$ cat config.mk
export PLATFORM = sky130hd
export DESIGN_NAME = hazard_ctrl
export DESIGN_NICKNAME = d
export VERILOG_FILES = /design/src/rtl/hazard_pkg.sv /design/src/rtl/hazard_ctrl_fwd_sel.sv /design/src/rtl/hazard_ctrl.sv
export SDC_FILE = /design/constraint.sdc
export NUM_CORES = 1
export LEC_CHECK = 0
export BUFFER_PORTS_ARGS = -buffer_cell sky130_fd_sc_hd__clkbuf_2
export CAP_MARGIN = 20
export CORE_ASPECT_RATIO = 1.4
export CORE_UTILIZATION = 42
export CTS_CLUSTER_SIZE = 8
export DETAILED_ROUTE_END_ITERATION = 8
export PLACE_DENSITY = 0.8
export SLEW_MARGIN = 20
export SYNTH_ARGS = -nofsm -noshare
export SYNTH_HDL_FRONTEND = slang
export SYNTH_HIERARCHICAL = 1
export SYNTH_SLANG_ARGS = --single-unit
$ cat constraint.sdc
create_clock -name clk -period 2.22 [get_ports clk]
set_clock_uncertainty 0.2 [all_clocks]
set_input_delay 0.111 -clock clk [delete_from_list [all_inputs] [get_ports clk]]
set_output_delay 0.111 -clock clk [all_outputs]
set_load 0.02 [all_outputs]
$ cat src/rtl/hazard_pkg.sv
// rtl/hazard_pkg.sv - shared types and constants for the pipeline hazard unit
package hazard_pkg;

  typedef enum logic [1:0] {
    FWD_RF = 2'b00,
    FWD_W  = 2'b01,
    FWD_M  = 2'b10
  } fwd_sel_t;

  typedef enum logic {
    IDLE = 1'b0,
    WAIT = 1'b1
  } mem_state_t;

  localparam logic [4:0] REG_X0 = 5'd0;

endpackage

$ cat src/rtl/hazard_ctrl_fwd_sel.sv
// rtl/hazard_ctrl_fwd_sel.sv - E-stage operand forwarding select for one source register
module fwd_sel
  import hazard_pkg::*;
(
  input  logic [4:0] Rs,
  input  logic [4:0] RdM,
  input  logic [4:0] RdW,
  input  logic       RegWriteM,
  input  logic       RegWriteW,
  output fwd_sel_t   Sel
);

  // Youngest producer (M) wins over W; x0 is hardwired zero and never forwarded
  always_comb begin
    Sel = FWD_RF;
    if (RegWriteM && (RdM == Rs) && (Rs != REG_X0)) begin
      Sel = FWD_M;
    end else if (RegWriteW && (RdW == Rs) && (Rs != REG_X0)) begin
      Sel = FWD_W;
    end
  end

endmodule

$ cat src/rtl/hazard_ctrl.sv
// rtl/hazard_ctrl.sv - hazard unit: load-use stall, redirect flush, forwarding, memory-wait timeout (optional HAZARD_PERF_CNT_EN)
module hazard_ctrl
  import hazard_pkg::*;
#(
  parameter int MEM_TIMEOUT = 16,
  parameter int CNT_W       = 32
) (
  input  logic       clk,
  input  logic       reset,
  input  logic [4:0] Rs1D,
  input  logic [4:0] Rs2D,
  input  logic [4:0] Rs1E,
  input  logic [4:0] Rs2E,
  input  logic [4:0] RdE,
  input  logic [4:0] RdM,
  input  logic [4:0] RdW,
  input  logic       ResultSrcEb0,
  input  logic       RegWriteM,
  input  logic       RegWriteW,
  input  logic       PCSrcE,
  input  logic       MemReqM,
  input  logic       MemReadyM,
  output logic       StallF,
  output logic       StallD,
  output logic       StallE,
  output logic       StallM,
  output logic       StallW,
  output logic       FlushD,
  output logic       FlushE,
  output logic [1:0] ForwardAE,
  output logic [1:0] ForwardBE,
  output logic       MemFault
`ifdef HAZARD_PERF_CNT_EN
  ,
  output logic [CNT_W-1:0] LoadUseCnt,
  output logic [CNT_W-1:0] FlushCnt,
  output logic [CNT_W-1:0] MemWaitCnt
`endif
);

  localparam int CW = $clog2(MEM_TIMEOUT + 1);
  localparam logic [CW-1:0] CNT_MAX = CW'(MEM_TIMEOUT);

  mem_state_t    state, nextState;
  logic [CW-1:0] cnt, nextCnt;
  logic          setFault;
  logic          timeoutRel;
  logic          lwStall;
  logic          memStall;
  logic          redirect;
  fwd_sel_t      fwdA, fwdB;

  fwd_sel uFwdA (
    .Rs       (Rs1E),
    .RdM      (RdM),
    .RdW      (RdW),
    .RegWriteM(RegWriteM),
    .RegWriteW(RegWriteW),
    .Sel      (fwdA)
  );

  fwd_sel uFwdB (
    .Rs       (Rs2E),
    .RdM      (RdM),
    .RdW      (RdW),
    .RegWriteM(RegWriteM),
    .RegWriteW(RegWriteW),
    .Sel      (fwdB)
  );

  // All controls are gated by reset so the pipeline sees a quiet hazard unit while held
  always_comb begin
    timeoutRel = (state == WAIT) && (cnt == CNT_MAX);
    redirect   = PCSrcE && !reset;
    // A taken redirect kills the dependent D instruction, so no load-use stall is needed
    lwStall    = ResultSrcEb0 && (RdE != REG_X0) && ((RdE == Rs1D) || (RdE == Rs2D))
                 && !PCSrcE && !reset;
    memStall   = MemReqM && !MemReadyM && !timeoutRel && !reset;
    StallF     = lwStall || memStall;
    StallD     = lwStall || memStall;
    StallE     = memStall;
    StallM     = memStall;
    StallW     = memStall;
    // Redirects are held off while frozen; E keeps PCSrcE asserted until release
    FlushD     = redirect && !memStall;
    FlushE     = (lwStall || redirect) && !memStall;
    ForwardAE  = reset ? 2'b00 : fwdA;
    ForwardBE  = reset ? 2'b00 : fwdB;
  end

  // Memory-wait FSM: count stalled cycles and force release after MEM_TIMEOUT of them
  always_comb begin
    nextState = state;
    nextCnt   = cnt;
    setFault  = 1'b0;
    case (state)
      IDLE: begin
        if (MemReqM && !MemReadyM) begin
          nextState = WAIT;
          nextCnt   = CW'(1);
        end else begin
          nextCnt = '0;
        end
      end
      WAIT: begin
        if (MemReadyM || !MemReqM) begin
          nextState = IDLE;
          nextCnt   = '0;
        end else if (cnt == CNT_MAX) begin
          nextState = IDLE;
          nextCnt   = '0;
          setFault  = 1'b1;
        end else begin
          nextCnt = cnt + CW'(1);
        end
      end
      default: begin
        nextState = IDLE;
        nextCnt   = '0;
      end
    endcase
  end

  // State, wait counter and sticky fault flag
  always_ff @(posedge clk or posedge reset) begin
    if (reset) begin
      state    <= IDLE;
      cnt      <= '0;
      MemFault <= 1'b0;
    end else begin
      state <= nextState;
      cnt   <= nextCnt;
      if (setFault) begin
        MemFault <= 1'b1;
      end
    end
  end

`ifdef HAZARD_PERF_CNT_EN
  // Free-running wrap-around event counters for stall/flush profiling
  always_ff @(posedge clk or posedge reset) begin
    if (reset) begin
      LoadUseCnt <= '0;
      FlushCnt   <= '0;
      MemWaitCnt <= '0;
    end else begin
      if (lwStall) LoadUseCnt <= LoadUseCnt + CNT_W'(1);
      if (FlushE) FlushCnt <= FlushCnt + CNT_W'(1);
      if (memStall) MemWaitCnt <= MemWaitCnt + CNT_W'(1);
    end
  end
`else
  localparam int unusedCntW = CNT_W;
`endif

endmodule

==> impl_metrics.ini <==
[run_status]
status = finished, final reports clean

[timing]
fin_crit_ps = 2110
hold_violations = 0
rsz0062_at_grt = no
setup_viol = 0
slew_headroom = 0.788
fmax_mhz = 473
drv_slew = 0
worst_slew_pin_slew_ps = 310
fin_tns_setup_ps = 0
period_share = 0.952

[clock_tree]
h-tree-depth = 1
clock_latency_ps = 250
cts_sinks = 7
clk_pin_slew_worst_paths_ps = 50
clk_path_buf_depth = 2
cts-root-buf = clkbuf_4
cts_made_buffers = 3
cts_tree = done

[logic_synthesis]
synth.avg_cell_area_sq_um = 8.97
ys_warn_count = 6
synthFlopType = dfrtp_1
syn_area_sq_um = 852
synth_edf_count = 0
synth_top_family_by_area = XOR/XNOR gates
synth-simple-area-share = 0.267
synth.area.mux_share = 0
synth_seq_cells = 7
yosysUniqueCellTypes = 31
async_reset_ff_frac = 1.00
synth_nets = 140
synth_adder_area_share = 0.0294
yosysSeqAreaShare = 0.206
syn-instance-count = 95
synth_xor_xnor_area_share = 0.339
synth_compound_area_frac = 0.110

[grt]
grt_remaining_overflow = 0
grt_max_degree = 9
antenna_found_initial = 0
grt_pass1_vias = 910
grt_pass1_wl_mm = 3.22
track_usage = 0.210

[setup_path]
arrival_ps = 1800
worstSetupEndpointType = output pin
cp-start-kind = register
path_class = reg -> out
crit_required_ps = 1910
critPathMaxFanout = 6

[floorplanning]
core_sq_um = 1820
ios = 55
die_w_um = 40.1
dieArea_sq_um = 2220
initial_core_util = 0.467
fp-row-count = 18
die_y_um = 55.3

[layout]
nets = 200
drive_above_1_share = 0.429
syn_to_final_growth_pct = 39.9
design_area_sq_um = 1190
antenna_cells = 0

[drt]
wirelength_mm = 2.10
firstDrtPassIters = 4
vias_per_cell = 5.09
ant_nets = 0
drc_errors = 0
vias = 885
wl_per_cell_um = 12.1
drt_iter0_markers = 6

[place]
io_buffer_count = 54
place_hpwl_mm = 1.82
place.gp.congestion = 0.725
placed_cell_area_sq_um = 1120

[worst_hold_path]
hold_class = in -> reg

[power]
power_density_nw_per_um2 = 341
p_leak_uw = 0.000586
vdd_drop_max_uv = 220

[run]
maxCapViolCount = 0
## cell usage after synthesis, types with 2 or more instances
library cell	count	area, sq um
or4_1	3	22.5
buf_4	3	22.5
nand2_1	2	7.51
nand4_1	2	12.5
nor2b_1	4	25.0
and2_1	3	18.8
nor2_1	7	26.3
and3b_1	2	17.5
nor4_1	2	12.5
ha_1	2	25.0
inv_1	5	18.8
xor2_1	20	175
a2111oi_0	2	17.5
nor3_1	2	10.0
nand3_1	2	10.0
dfrtp_1	7	175
xnor2_1	13	114
## kinds of logic (layout without fill, tap and decap cells)
family,after synthesis,count (layout)
and+or+nand+nor,35,35
xor gates and xnor gates,33,33
adders and majority gates,2,2
buffers and inverters,8,67
DFF,7,7
AOI/OAI and AO/OA,10,10
## registers in the layout, indices dropped and copies added, names as in the netlist
signal	flops
MemFault	1
cnt	5
state	1
## through the flow
step	setup WS, ps	hold slack [ps]	total power [uW]	instances	util
6_report	106	111	407	174	0.654
4_1_cts	37.7	98.4	412	173	0.647
5_1_grt	19.5	104	443	174	0.654
2_1_floorplan	147	-271	216	95	-
3_5_place_dp	314	-16.5	288	166	0.617
3_3_place_gp	405	-29.0	283	166	0.617
## worst max-delay path: stages (launching register included)
cell      delay, ps
dfrtp_1         360
inv_1            50
ha_1            190
and4bb_4        220
a211oi_4        310
nor3b_2          90
o21bai_1        160
clkbuf_2        160
## path summary, 6_finish.rpt
check / from / endpoint / depth (start not counted) / slack [ps]
setup reg to reg: cnt[0] / cnt[2] / 5 / 620
min in group asynchronous: reset / state / 3 / 240
setup / recovery: cnt[0] / FlushE / 7 / 110
hold reg to reg: cnt[0] / cnt[0] / 1 / 270
hold / removal: MemReadyM / cnt[4] / 4 / 110
max in group asynchronous: reset / cnt[4] / 3 / 1420
## layout make-up
| cell class | count | area [sq um] |
|---|---|---|
| multi-input combinational | 80 | 636 |
| sequential | 7 | 175 |
| timing repair buffer | 58 | 308 |
| clock buffer | 4 | 26.3 |
| inverter | 5 | 22.5 |
| fill | 152 | 632 |
| tap | 20 | 25.0 |
## repair_timing
item                                    in CTS  in global routing
hold endpoints to repair                     9                  0
buffers inserted                             0                  1
hold buffers                                 3                  0
gates resized for setup                      0                  1
endpoints found under the setup margin       0                  3
## layout by cell type (no fill, tap or decap), types with 3 or more instances in the layout
master and count:
clkbuf_2 54, xor2_1 20, xnor2_1 13, dfrtp_1 7
nor2_1 7, inv_1 4, nor2b_1 4, and2_1 3
or4_1 3, clkbuf_4 3, dlygate4sd3_1 3
## routing by layer
metal / vias up / global-route usage / wire [um]
met3: 9 / 0.0281 / 157
li1: 443 / - / -
met2: 53 / 0.426 / 1220
met5: - / 0 / 0
met1: 380 / 0.134 / 661
met4: 0 / 0.148 / 63
## power by group
group / internal, uW / leakage, uW / total [uW] / switching, uW
sequential: 130 / 0.0000956 / 133 / 2.46
combinational: 78.6 / 0.000476 / 159 / 80.6
clock: 68.5 / 0.0000150 / 115 / 46.6
Note: power is estimated with default switching activity, not from simulation.
